$ cat config.mk
export PLATFORM = sky130hd
export DESIGN_NAME = deserializer_aligner
export DESIGN_NICKNAME = d
export VERILOG_FILES = /design/src/rtl/deserializer_aligner.sv
export SDC_FILE = /design/constraint.sdc
export NUM_CORES = 1
export LEC_CHECK = 0
export CORE_MARGIN = 3
export CORE_UTILIZATION = 54
export CTS_CLUSTER_DIAMETER = 40
export CTS_CLUSTER_SIZE = 10
export DETAILED_ROUTE_END_ITERATION = 16
export PLACE_DENSITY = 0.77
export SYNTH_ARGS = -nofsm -noshare
export SYNTH_HDL_FRONTEND = slang
export SYNTH_SLANG_ARGS = --single-unit
$ cat constraint.sdc
create_clock -name clk_i -period 2.3 [get_ports clk_i]
set_input_delay 0.46 -clock clk_i [delete_from_list [all_inputs] [get_ports clk_i]]
set_output_delay 0.46 -clock clk_i [all_outputs]
set_load 0.05 [all_outputs]
$ cat src/rtl/deserializer_aligner.sv
// Serial-to-parallel receiver that finds frame alignment on a periodic sync word and emits the frame's data words.
// Optional DESER_ALIGN_ERR_CNT_EN adds a saturating 16-bit sync-miss counter on err_cnt_o.
module deserializer_aligner #(
  parameter int unsigned          C_WIDTH      = 8,
  parameter logic [C_WIDTH-1:0]   C_SYNC_WORD  = C_WIDTH'(8'hA5),
  parameter int unsigned          C_FRAME_LEN  = 4,
  parameter int unsigned          C_LOCK_CNT   = 2,
  parameter int unsigned          C_UNLOCK_CNT = 2
) (
  input  logic               clk_i,
  input  logic               rst_ni,
  input  logic               serial_i,
  input  logic               serial_valid_i,
  output logic [C_WIDTH-1:0] word_o,
  output logic               word_valid_o,
  output logic               sof_o,
`ifdef DESER_ALIGN_ERR_CNT_EN
  output logic [15:0]        err_cnt_o,
`endif
  output logic               locked_o
);

  localparam int unsigned BW = $clog2(C_WIDTH);
  localparam int unsigned WW = $clog2(C_FRAME_LEN);
  localparam int unsigned MW = $clog2(C_LOCK_CNT + 1);
  localparam int unsigned UW = $clog2(C_UNLOCK_CNT + 1);

  typedef enum logic [1:0] {
    ST_HUNT   = 2'd0,
    ST_VERIFY = 2'd1,
    ST_LOCKED = 2'd2
  } state_t;

  state_t             r_state,      w_state_nxt;
  logic [C_WIDTH-2:0] r_shift,      w_shift_nxt;
  logic [BW-1:0]      r_bit_cnt,    w_bit_cnt_nxt;
  logic [WW-1:0]      r_word_cnt,   w_word_cnt_nxt;
  logic [MW-1:0]      r_match_cnt,  w_match_cnt_nxt;
  logic [UW-1:0]      r_miss_cnt,   w_miss_cnt_nxt;
  logic [C_WIDTH-1:0] r_word,       w_word_nxt;
  logic               r_word_valid, w_word_valid_nxt;
  logic               r_sof,        w_sof_nxt;
  logic               r_locked,     w_locked_nxt;

  // Window ending at the current bit; r_shift keeps only the bits that survive the next shift.
  logic [C_WIDTH-1:0] w_shift_in;
  logic               w_boundary;
  logic               w_sync_slot;
  logic               w_sync_match;

  assign w_shift_in   = {serial_i, r_shift};
  assign w_boundary   = serial_valid_i && (r_bit_cnt == BW'(C_WIDTH - 1));
  assign w_sync_slot  = w_boundary && (r_word_cnt == '0);
  assign w_sync_match = (w_shift_in == C_SYNC_WORD);

  // Next-state and next-output logic
  always_comb begin
    w_state_nxt      = r_state;
    w_shift_nxt      = r_shift;
    w_bit_cnt_nxt    = r_bit_cnt;
    w_word_cnt_nxt   = r_word_cnt;
    w_match_cnt_nxt  = r_match_cnt;
    w_miss_cnt_nxt   = r_miss_cnt;
    w_word_nxt       = r_word;
    w_word_valid_nxt = 1'b0;
    w_sof_nxt        = 1'b0;

    if (serial_valid_i) begin
      w_shift_nxt = w_shift_in[C_WIDTH-1:1];
      case (r_state)
        ST_HUNT: begin
          if (w_sync_match) begin
            w_bit_cnt_nxt   = '0;
            w_word_cnt_nxt  = WW'(1);
            w_match_cnt_nxt = MW'(1);
            w_state_nxt     = (C_LOCK_CNT == 32'd1) ? ST_LOCKED : ST_VERIFY;
          end
        end
        default: begin
          if (w_boundary) begin
            w_bit_cnt_nxt  = '0;
            w_word_cnt_nxt = (r_word_cnt == WW'(C_FRAME_LEN - 1)) ? '0 : r_word_cnt + WW'(1);
          end else begin
            w_bit_cnt_nxt  = r_bit_cnt + BW'(1);
          end

          if (w_sync_slot) begin
            if (w_sync_match) begin
              if (r_state == ST_VERIFY) begin
                w_match_cnt_nxt = r_match_cnt + MW'(1);
                if (r_match_cnt + MW'(1) == MW'(C_LOCK_CNT)) begin
                  w_state_nxt = ST_LOCKED;
                end
              end else begin
                w_miss_cnt_nxt = '0;
              end
            end else if ((r_state == ST_VERIFY) ||
                         (r_miss_cnt + UW'(1) == UW'(C_UNLOCK_CNT))) begin
              // Lost alignment: restart the search from the next valid bit
              w_state_nxt     = ST_HUNT;
              w_bit_cnt_nxt   = '0;
              w_word_cnt_nxt  = '0;
              w_match_cnt_nxt = '0;
              w_miss_cnt_nxt  = '0;
            end else begin
              w_miss_cnt_nxt = r_miss_cnt + UW'(1);
            end
          end else if (w_boundary && (r_state == ST_LOCKED)) begin
            w_word_nxt       = w_shift_in;
            w_word_valid_nxt = 1'b1;
            w_sof_nxt        = (r_word_cnt == WW'(1));
          end
        end
      endcase
    end

    w_locked_nxt = (w_state_nxt == ST_LOCKED);
  end

  // State and output registers
  always_ff @(posedge clk_i) begin
    if (!rst_ni) begin
      r_state      <= ST_HUNT;
      r_shift      <= '0;
      r_bit_cnt    <= '0;
      r_word_cnt   <= '0;
      r_match_cnt  <= '0;
      r_miss_cnt   <= '0;
      r_word       <= '0;
      r_word_valid <= 1'b0;
      r_sof        <= 1'b0;
      r_locked     <= 1'b0;
    end else begin
      r_state      <= w_state_nxt;
      r_shift      <= w_shift_nxt;
      r_bit_cnt    <= w_bit_cnt_nxt;
      r_word_cnt   <= w_word_cnt_nxt;
      r_match_cnt  <= w_match_cnt_nxt;
      r_miss_cnt   <= w_miss_cnt_nxt;
      r_word       <= w_word_nxt;
      r_word_valid <= w_word_valid_nxt;
      r_sof        <= w_sof_nxt;
      r_locked     <= w_locked_nxt;
    end
  end

`ifdef DESER_ALIGN_ERR_CNT_EN
  logic [15:0] r_err_cnt;
  logic        w_sync_miss;

  assign w_sync_miss = (r_state != ST_HUNT) && w_sync_slot && !w_sync_match;

  // Saturating sync-miss counter, cleared only by reset
  always_ff @(posedge clk_i) begin
    if (!rst_ni) begin
      r_err_cnt <= '0;
    end else if (w_sync_miss && (r_err_cnt != 16'hFFFF)) begin
      r_err_cnt <= r_err_cnt + 16'd1;
    end
  end

  assign err_cnt_o = r_err_cnt;
`endif

  assign word_o       = r_word;
  assign word_valid_o = r_word_valid;
  assign sof_o        = r_sof;
  assign locked_o     = r_locked;

endmodule

==> results of run 1 <==
Yosys cell counts (2+ instances only):
library cell  count
dfxtp_1          29
clkbuf_1          3
a21oi_1           5
nand4bb_1         2
buf_6             2
inv_1             5
a311oi_1          2
nand2_1           5
mux2i_1          17
o21ai_0           7
ha_1              7
and3_1            2
nand3_1           3
nor2_1           20
a211oi_1          3
state kept, by name, indices dropped and copies added, names as in the netlist:
register	flops
locked_o	1
r_bit_cnt	3
r_match_cnt	2
r_miss_cnt	2
r_shift	7
r_state	2
r_word_cnt	2
sof_o	1
word_o	8
word_valid_o	1
stage by stage:
step	power (mW)	utilization [%]
2_1_floorplan	0.536	-
3_3_place_gp	0.549	65.6
3_5_place_dp	0.550	65.6
4_1_cts	0.978	69.3
5_1_grt	1.01	69.3
6_report	0.973	69.3
layer usage:
| layer | track usage, % | vias to the layer above | part of all wire [%] |
|---|---|---|---|
| li1 | - | 543 | - |
| met1 | 23.2 | 507 | 45 |
| met2 | 31.4 | 39 | 45 |
| met3 | 8.12 | 7 | 7.3 |
| met4 | 6.78 | 0 | 1.8 |
| met5 | 0 | - | 0 |
power groups by stage:
stage                     logic, mW  clock network, mW  registers [mW]
after floorplan              0.0190                  0           0.517
after global placement       0.0312                  0           0.518
after detailed placement     0.0321                  0           0.518
after CTS                    0.0324              0.439           0.506
after global routing         0.0350              0.470           0.507
final                        0.0325              0.434           0.506
worst min-delay path, stage by stage, from the launching register on:
cell     delay, ns
dfxtp_1       0.32
nand2_1       0.05
mux2i_1       0.06
worst paths after layout:
kind	start	to	slack, ns	cells past startpoint
max	word_o[2]	word_o[2]	0.35	1
min	r_match_cnt[1]	r_match_cnt[1]	0.47	2
max reg2reg	r_bit_cnt[0]	r_miss_cnt[1]	0.49	6
min reg2reg	r_match_cnt[1]	r_match_cnt[1]	0.47	2
cell type report:
type | instances | area share [%]
clock buffers | 7 | 3.46
clock inverters | 1 | 1.89
inverters | 7 | 1.65
multi-input cells | 98 | 44.1
flip-flops and latches | 29 | 36.5
well taps | 28 | 2.20
repair buffers | 17 | 10.2
cell families (layout without fill, tap and decap cells):
group	after synthesis	in the layout	synth area share, %
flip-flops	29	29	42.8
buffers and inverters	14	32	5.35
adder cells (fa/ha/maj)	7	7	6.46
AO/OA/AOI/OAI	29	29	14.5
AND/OR/NAND/NOR	44	44	17.5
multiplexers	18	18	13.4
==> impl_metrics.env, run 1 <==
export IMPL_status="finished, final reports clean"
export IMPL_slew_headroom_pct=66.3
export IMPL_whs_ns=0.472
export IMPL_fin_crit_ns=1.95
export IMPL_multi_input_area_um2=702
export IMPL_grt_pass1_wl_um=4780
export IMPL_num_antenna_cells=0
export IMPL_clk_latency_ns=0.33
export IMPL_pin_count=15
export IMPL_netSwitchingFraction_pct=20.2
export IMPL_vias=1096
export IMPL_p_int_mw=0.776
export IMPL_power_frac_comb_pct=3.3
export IMPL_irDropWorstVdd_mv=0.626
export IMPL_syn_area_um2=1360
export IMPL_crit_path_cell_trace="clkdlybuf4s50_1"
export IMPL_p_per_area_nw_per_um2=611
export IMPL_avgRoutedWirePerCell_um=14.5
export IMPL_yosysTopAreaCell="dfxtp_1"
export IMPL_drtIter0Drc=50
export IMPL_crit_required_ns=1.84
export IMPL_maxCapViolCount=0
export IMPL_die_h_um=56.1
export IMPL_netlist_instances=141
export IMPL_yosys_warnings=0
export IMPL_start_util_pct=59.0
export IMPL_antenna_found_initial=0
export IMPL_cp_slowest_cell="clkdlybuf4s50_1"
export IMPL_crit_arrival_ns=1.49
export IMPL_cp_start_kind="register"
export IMPL_synth_edff_count=0
export IMPL_seqCellArea_um2=581
export IMPL_dp_cells=179
export IMPL_clock_fmax_ghz=0.512
export IMPL_final_layout_size_suffix_gt1_share_pct=11.3
export IMPL_worst_path_buf_inv=1
export IMPL_timing_final_crit_share_pct=85.0
export IMPL_ys_flop_type="dfxtp_1"
export IMPL_die_area_um2=3150
export IMPL_syn_num_nets=152
export IMPL_cts_root_buf="clkbuf_4"
export IMPL_drcViolationCount=0
export IMPL_setup_viol=0
export IMPL_grt_start_max_net_pins=17
export IMPL_fp_dieW_um=56.1
export IMPL_grt_overflow_total=0
export IMPL_cts_buffer_depth=2
export IMPL_ctsHoldBuffers=0
export IMPL_fin_ws_ns=0.345
export IMPL_ys_ff_latch=29
export IMPL_synth_top_area_share_pct=42.8
export IMPL_cts_buffers=5
export IMPL_clk_pin_slew_ns=0.09
export IMPL_crit_path_end_kind="output port"
export IMPL_fill_cells=189
export IMPL_finalInstanceArea_um2=1590
export IMPL_h_tree_depth=2
export IMPL_seqPwrFrac_pct=52.0
export IMPL_final_cell_mix="dfxtp_1 (29), nor2_1 (20), mux2i_1 (17)"
export IMPL_ys_async_sr_fraction_pct=0
export IMPL_row_count=17
export IMPL_hp_class="reg2reg"
export IMPL_wirelength_um=2710
export IMPL_max_stage_delay_ns=0.81
export IMPL_globalplace_congestion=0.821
export IMPL_avgSynthCellArea_um2=9.61
export IMPL_p_sw_mw=0.196
export IMPL_layout_cells_non_filler=187
export IMPL_worst_slew_pin_slew_ns=0.504
export IMPL_place_port_buffers=14
export IMPL_critPathKind="reg2out"
export IMPL_dpl_cell_area_um2=1510
export IMPL_cts_setup_buffers=0
export IMPL_crit_family="buffers and inverters"
export IMPL_finClkSkew_ns=0.00724
export IMPL_core_um2=2300
export IMPL_nets=169
export IMPL_cts_tree="yes"
export IMPL_fin_tns_setup_ns=0
export IMPL_synth_cell_type_count=44
export IMPL_final_max_slew_violation_count=0
export IMPL_first_pass_iters=4
export IMPL_rsz0062_at_grt="no"
export IMPL_ant_nets=0
export IMPL_area_growth_pct=17.5
export IMPL_pre_cts_ws_ns=0.144
export IMPL_post_cts_resize_count=0
export IMPL_cts_sink_count=29
export IMPL_critPathMaxFanout=2
export IMPL_track_usage_pct=19.5
export IMPL_synth_seq_area_share_pct=42.8
export IMPL_grt_pass1_vias=1038
export IMPL_hold_viol=0
export IMPL_power_leakage_nw=0.643
export IMPL_synth_area_leaders="dfxtp_1 (43%), mux2i_1 (13%), ha_1 (6.5%)"
export IMPL_p_clk_share_pct=44.6
export IMPL_dp_hpwl_um=1920
export IMPL_final_common_cell="dfxtp_1"
export IMPL_viasPerCell=5.86
No activity file was read; power rests on OpenSTA's default activity.
==> run 2, diff against run 1 <==
--- a/config.mk
+++ b/config.mk
@@ -6,11 +6,11 @@
 export NUM_CORES = 1
 export LEC_CHECK = 0
 export CORE_MARGIN = 3
-export CORE_UTILIZATION = 54
+export CORE_UTILIZATION = 49
 export CTS_CLUSTER_DIAMETER = 40
 export CTS_CLUSTER_SIZE = 10
 export DETAILED_ROUTE_END_ITERATION = 16
-export PLACE_DENSITY = 0.77
+export PLACE_DENSITY = 0.74
 export SYNTH_ARGS = -nofsm -noshare
 export SYNTH_HDL_FRONTEND = slang
 export SYNTH_SLANG_ARGS = --single-unit
==> constraint.sdc (replaced) <==
create_clock -name clk_i -period 1.67 [get_ports clk_i]
set_input_delay 0.334 -clock clk_i [delete_from_list [all_inputs] [get_ports clk_i]]
set_output_delay 0.334 -clock clk_i [all_outputs]
set_load 0.05 [all_outputs]
==> run 2 against run 1 <==
The run now ends with setup timing left. Design area is 12% higher. Hold slack better by 0.0099 ns. Highest routed layer unchanged. Critical path type is now reg2reg. Die area is 9.1% higher. Clock power increased by 40%. Largest cell class unchanged. Critical endpoint is now word_o[7]. Global-route usage is 1.2 points lower. Sequential power grew 38%. Critical path depth grew 5.
==> impl_metrics.env, run 2 (synthesis results as in run 1) <==
export IMPL_cpMostUsedCell="ha_4"
export IMPL_finalInstanceArea_um2=1780
export IMPL_die_h_um=58.6
export IMPL_antenna_found_initial=0
export IMPL_clk_latency_ns=0.33
export IMPL_grt_pass1_wl_um=4580
export IMPL_layout_cells_non_filler=207
export IMPL_ant_nets=0
export IMPL_h_tree_depth=2
export IMPL_total_power_mw=1.37
export IMPL_reg2reg_from="r_bit_cnt[0]"
export IMPL_cp_slowest_cell="or4_4"
export IMPL_crit_family="simple AND/OR/NAND/NOR gates"
export IMPL_crit_path_end_kind="register"
export IMPL_pin_count=15
export IMPL_reg2reg_depth=6
export IMPL_setup_viol=6
export IMPL_cts_buffers=5
export IMPL_p_per_area_nw_per_um2=766
export IMPL_rsz0062_at_grt="yes"
export IMPL_area_growth_pct=31.6
export IMPL_grt_pass1_vias=1033
export IMPL_final_layout_size_suffix_gt1_share_pct=32.8
export IMPL_fin_util_pct=70.1
export IMPL_fin_crit_ns=1.72
export IMPL_pre_cts_ws_ns=-0.244
export IMPL_largest_register_ffs=8
export IMPL_hold_end="r_miss_cnt[1]"
export IMPL_maxCapViolCount=0
export IMPL_cp_depth=6
export IMPL_fin_ws_ns=-0.0459
export IMPL_top_layer="met4"
export IMPL_final_cell_mix="buf_4 (30), dfxtp_1 (27), nor2_1 (20)"
export IMPL_fp_dieW_um=58.6
export IMPL_cts_tree="yes"
export IMPL_row_count=18
export IMPL_fill_cells=199
export IMPL_num_antenna_cells=0
export IMPL_dp_hpwl_um=2070
export IMPL_status="finished with violations"
export IMPL_grt_overflow_total=0
export IMPL_drtIter0Drc=55
export IMPL_track_usage_pct=18.3
export IMPL_place_port_buffers=14
export IMPL_worst_slew_pin_slew_ns=0.396
export IMPL_cp_start_kind="register"
export IMPL_ff2ff_setup_slack_ns=-0.05
export IMPL_finClkSkew_ns=0.00601
export IMPL_cts_buffer_depth=2
export IMPL_hold_start="r_miss_cnt[1]"
export IMPL_irDropWorstVdd_mv=0.710
export IMPL_hp_class="reg2reg"
export IMPL_vias=1175
export IMPL_power_leakage_nw=0.758
export IMPL_max_stage_delay_ns=0.62
export IMPL_viasPerCell=5.68
export IMPL_violations="setup timing"
export IMPL_worst_path_buf_inv=0
export IMPL_start_util_pct=53.2
export IMPL_met1Wirelength_um=1380
export IMPL_crit_path_cell_trace="ha_4 -> ha_4 -> nand2_4 -> or4_4 -> mux2i_1 -> nor2_1"
export IMPL_grt_start_max_net_pins=13
export IMPL_drcViolationCount=0
export IMPL_critPathMaxFanout=5
export IMPL_cts_sink_count=29
export IMPL_clock_fmax_ghz=0.583
export IMPL_slew_headroom_pct=73.6
export IMPL_dp_cells=197
export IMPL_wirelength_um=3070
export IMPL_die_area_um2=3430
export IMPL_dpl_cell_area_um2=1610
export IMPL_timing_final_crit_share_pct=103
export IMPL_cts_root_buf="clkbuf_4"
export IMPL_first_pass_iters=4
export IMPL_globalplace_congestion=0.833
export IMPL_hold_viol=0
export IMPL_crit_arrival_ns=1.95
export IMPL_final_common_cell="buf_4"
export IMPL_wl_met2_um=1490
export IMPL_worstHoldPathCells=2
export IMPL_met3_wirelength_um=142
export IMPL_crit_required_ns=1.90
export IMPL_clk_pin_slew_ns=0.09
export IMPL_avgRoutedWirePerCell_um=14.8
export IMPL_nets=187
export IMPL_core_um2=2540
export IMPL_critPathKind="reg2reg"
export IMPL_final_max_slew_violation_count=0
export IMPL_timing_rr_end="word_o[7]"
==> run 2: timing repair <==
action | 4_1_cts | 5_1_grt
pin swaps | 0 | 4
setup buffers | 0 | 1
hold buffers | 0 | 0
setup endpoints to repair | 8 | 17
resized for setup | 2 | 14
gates cloned | 0 | 1
==> run 2: worst register-to-register path: cells and delay by family, from the launching register on <==
kind | cells | cell delay, ns
fa+ha+maj | 2 | 0.28
mux | 1 | 0.21
flops | 1 | 0.37
simple gates | 3 | 0.74
==> run 2: area by class of cell <==
| class | count | area [µm²] | share of cell area, % |
|---|---|---|---|
| clock buffers | 7 | 55.1 | 3.09 |
| clock inverters | 1 | 30.0 | 1.68 |
| inverters | 7 | 26.3 | 1.47 |
| multi-input cells | 99 | 776 | 43.5 |
| flip-flops and latches | 29 | 583 | 32.7 |
| well taps | 30 | 37.5 | 2.11 |
| repair buffers | 34 | 275 | 15.4 |
==> run 2: power by group <==
group | internal [mW] | total, mW | switching [mW]
logic | 0.0305 | 0.0609 | 0.0304
clock network | 0.357 | 0.608 | 0.250
registers | 0.694 | 0.697 | 0.00303
==> run 2: metal layers <==
metal	up-vias	track usage, %
li1	577	-
met1	564	21.7
met2	26	29.0
met3	8	4.61
met4	0	12.6
met5	-	0
==> run 2: worst max-delay path by stage <==
stage / startpoint / endpoint / slack (ns)
3_5_place_dp: serial_valid_i / r_match_cnt[1] / -0.24
2_1_floorplan: r_bit_cnt[0] / word_o[0] / 0.03
6_report: r_bit_cnt[0] / word_o[7] / -0.05
4_1_cts: r_bit_cnt[0] / word_o[7] / -0.003
3_3_place_gp: serial_i / locked_o / -0.25
5_1_grt: r_bit_cnt[0] / word_o[5] / -0.09
==> run 2: per-stage QoR <==
| step | hold slack (ns) | TNS [ns] |
|---|---|---|
| 5_1_grt | 0.512 | -0.588 |
| 6_report | 0.482 | -0.138 |
| 3_5_place_dp | 0.472 | -3.59 |
| 3_3_place_gp | 0.450 | -2.98 |
| 2_1_floorplan | 0.435 | 0 |
| 4_1_cts | 0.486 | -0.00300 |
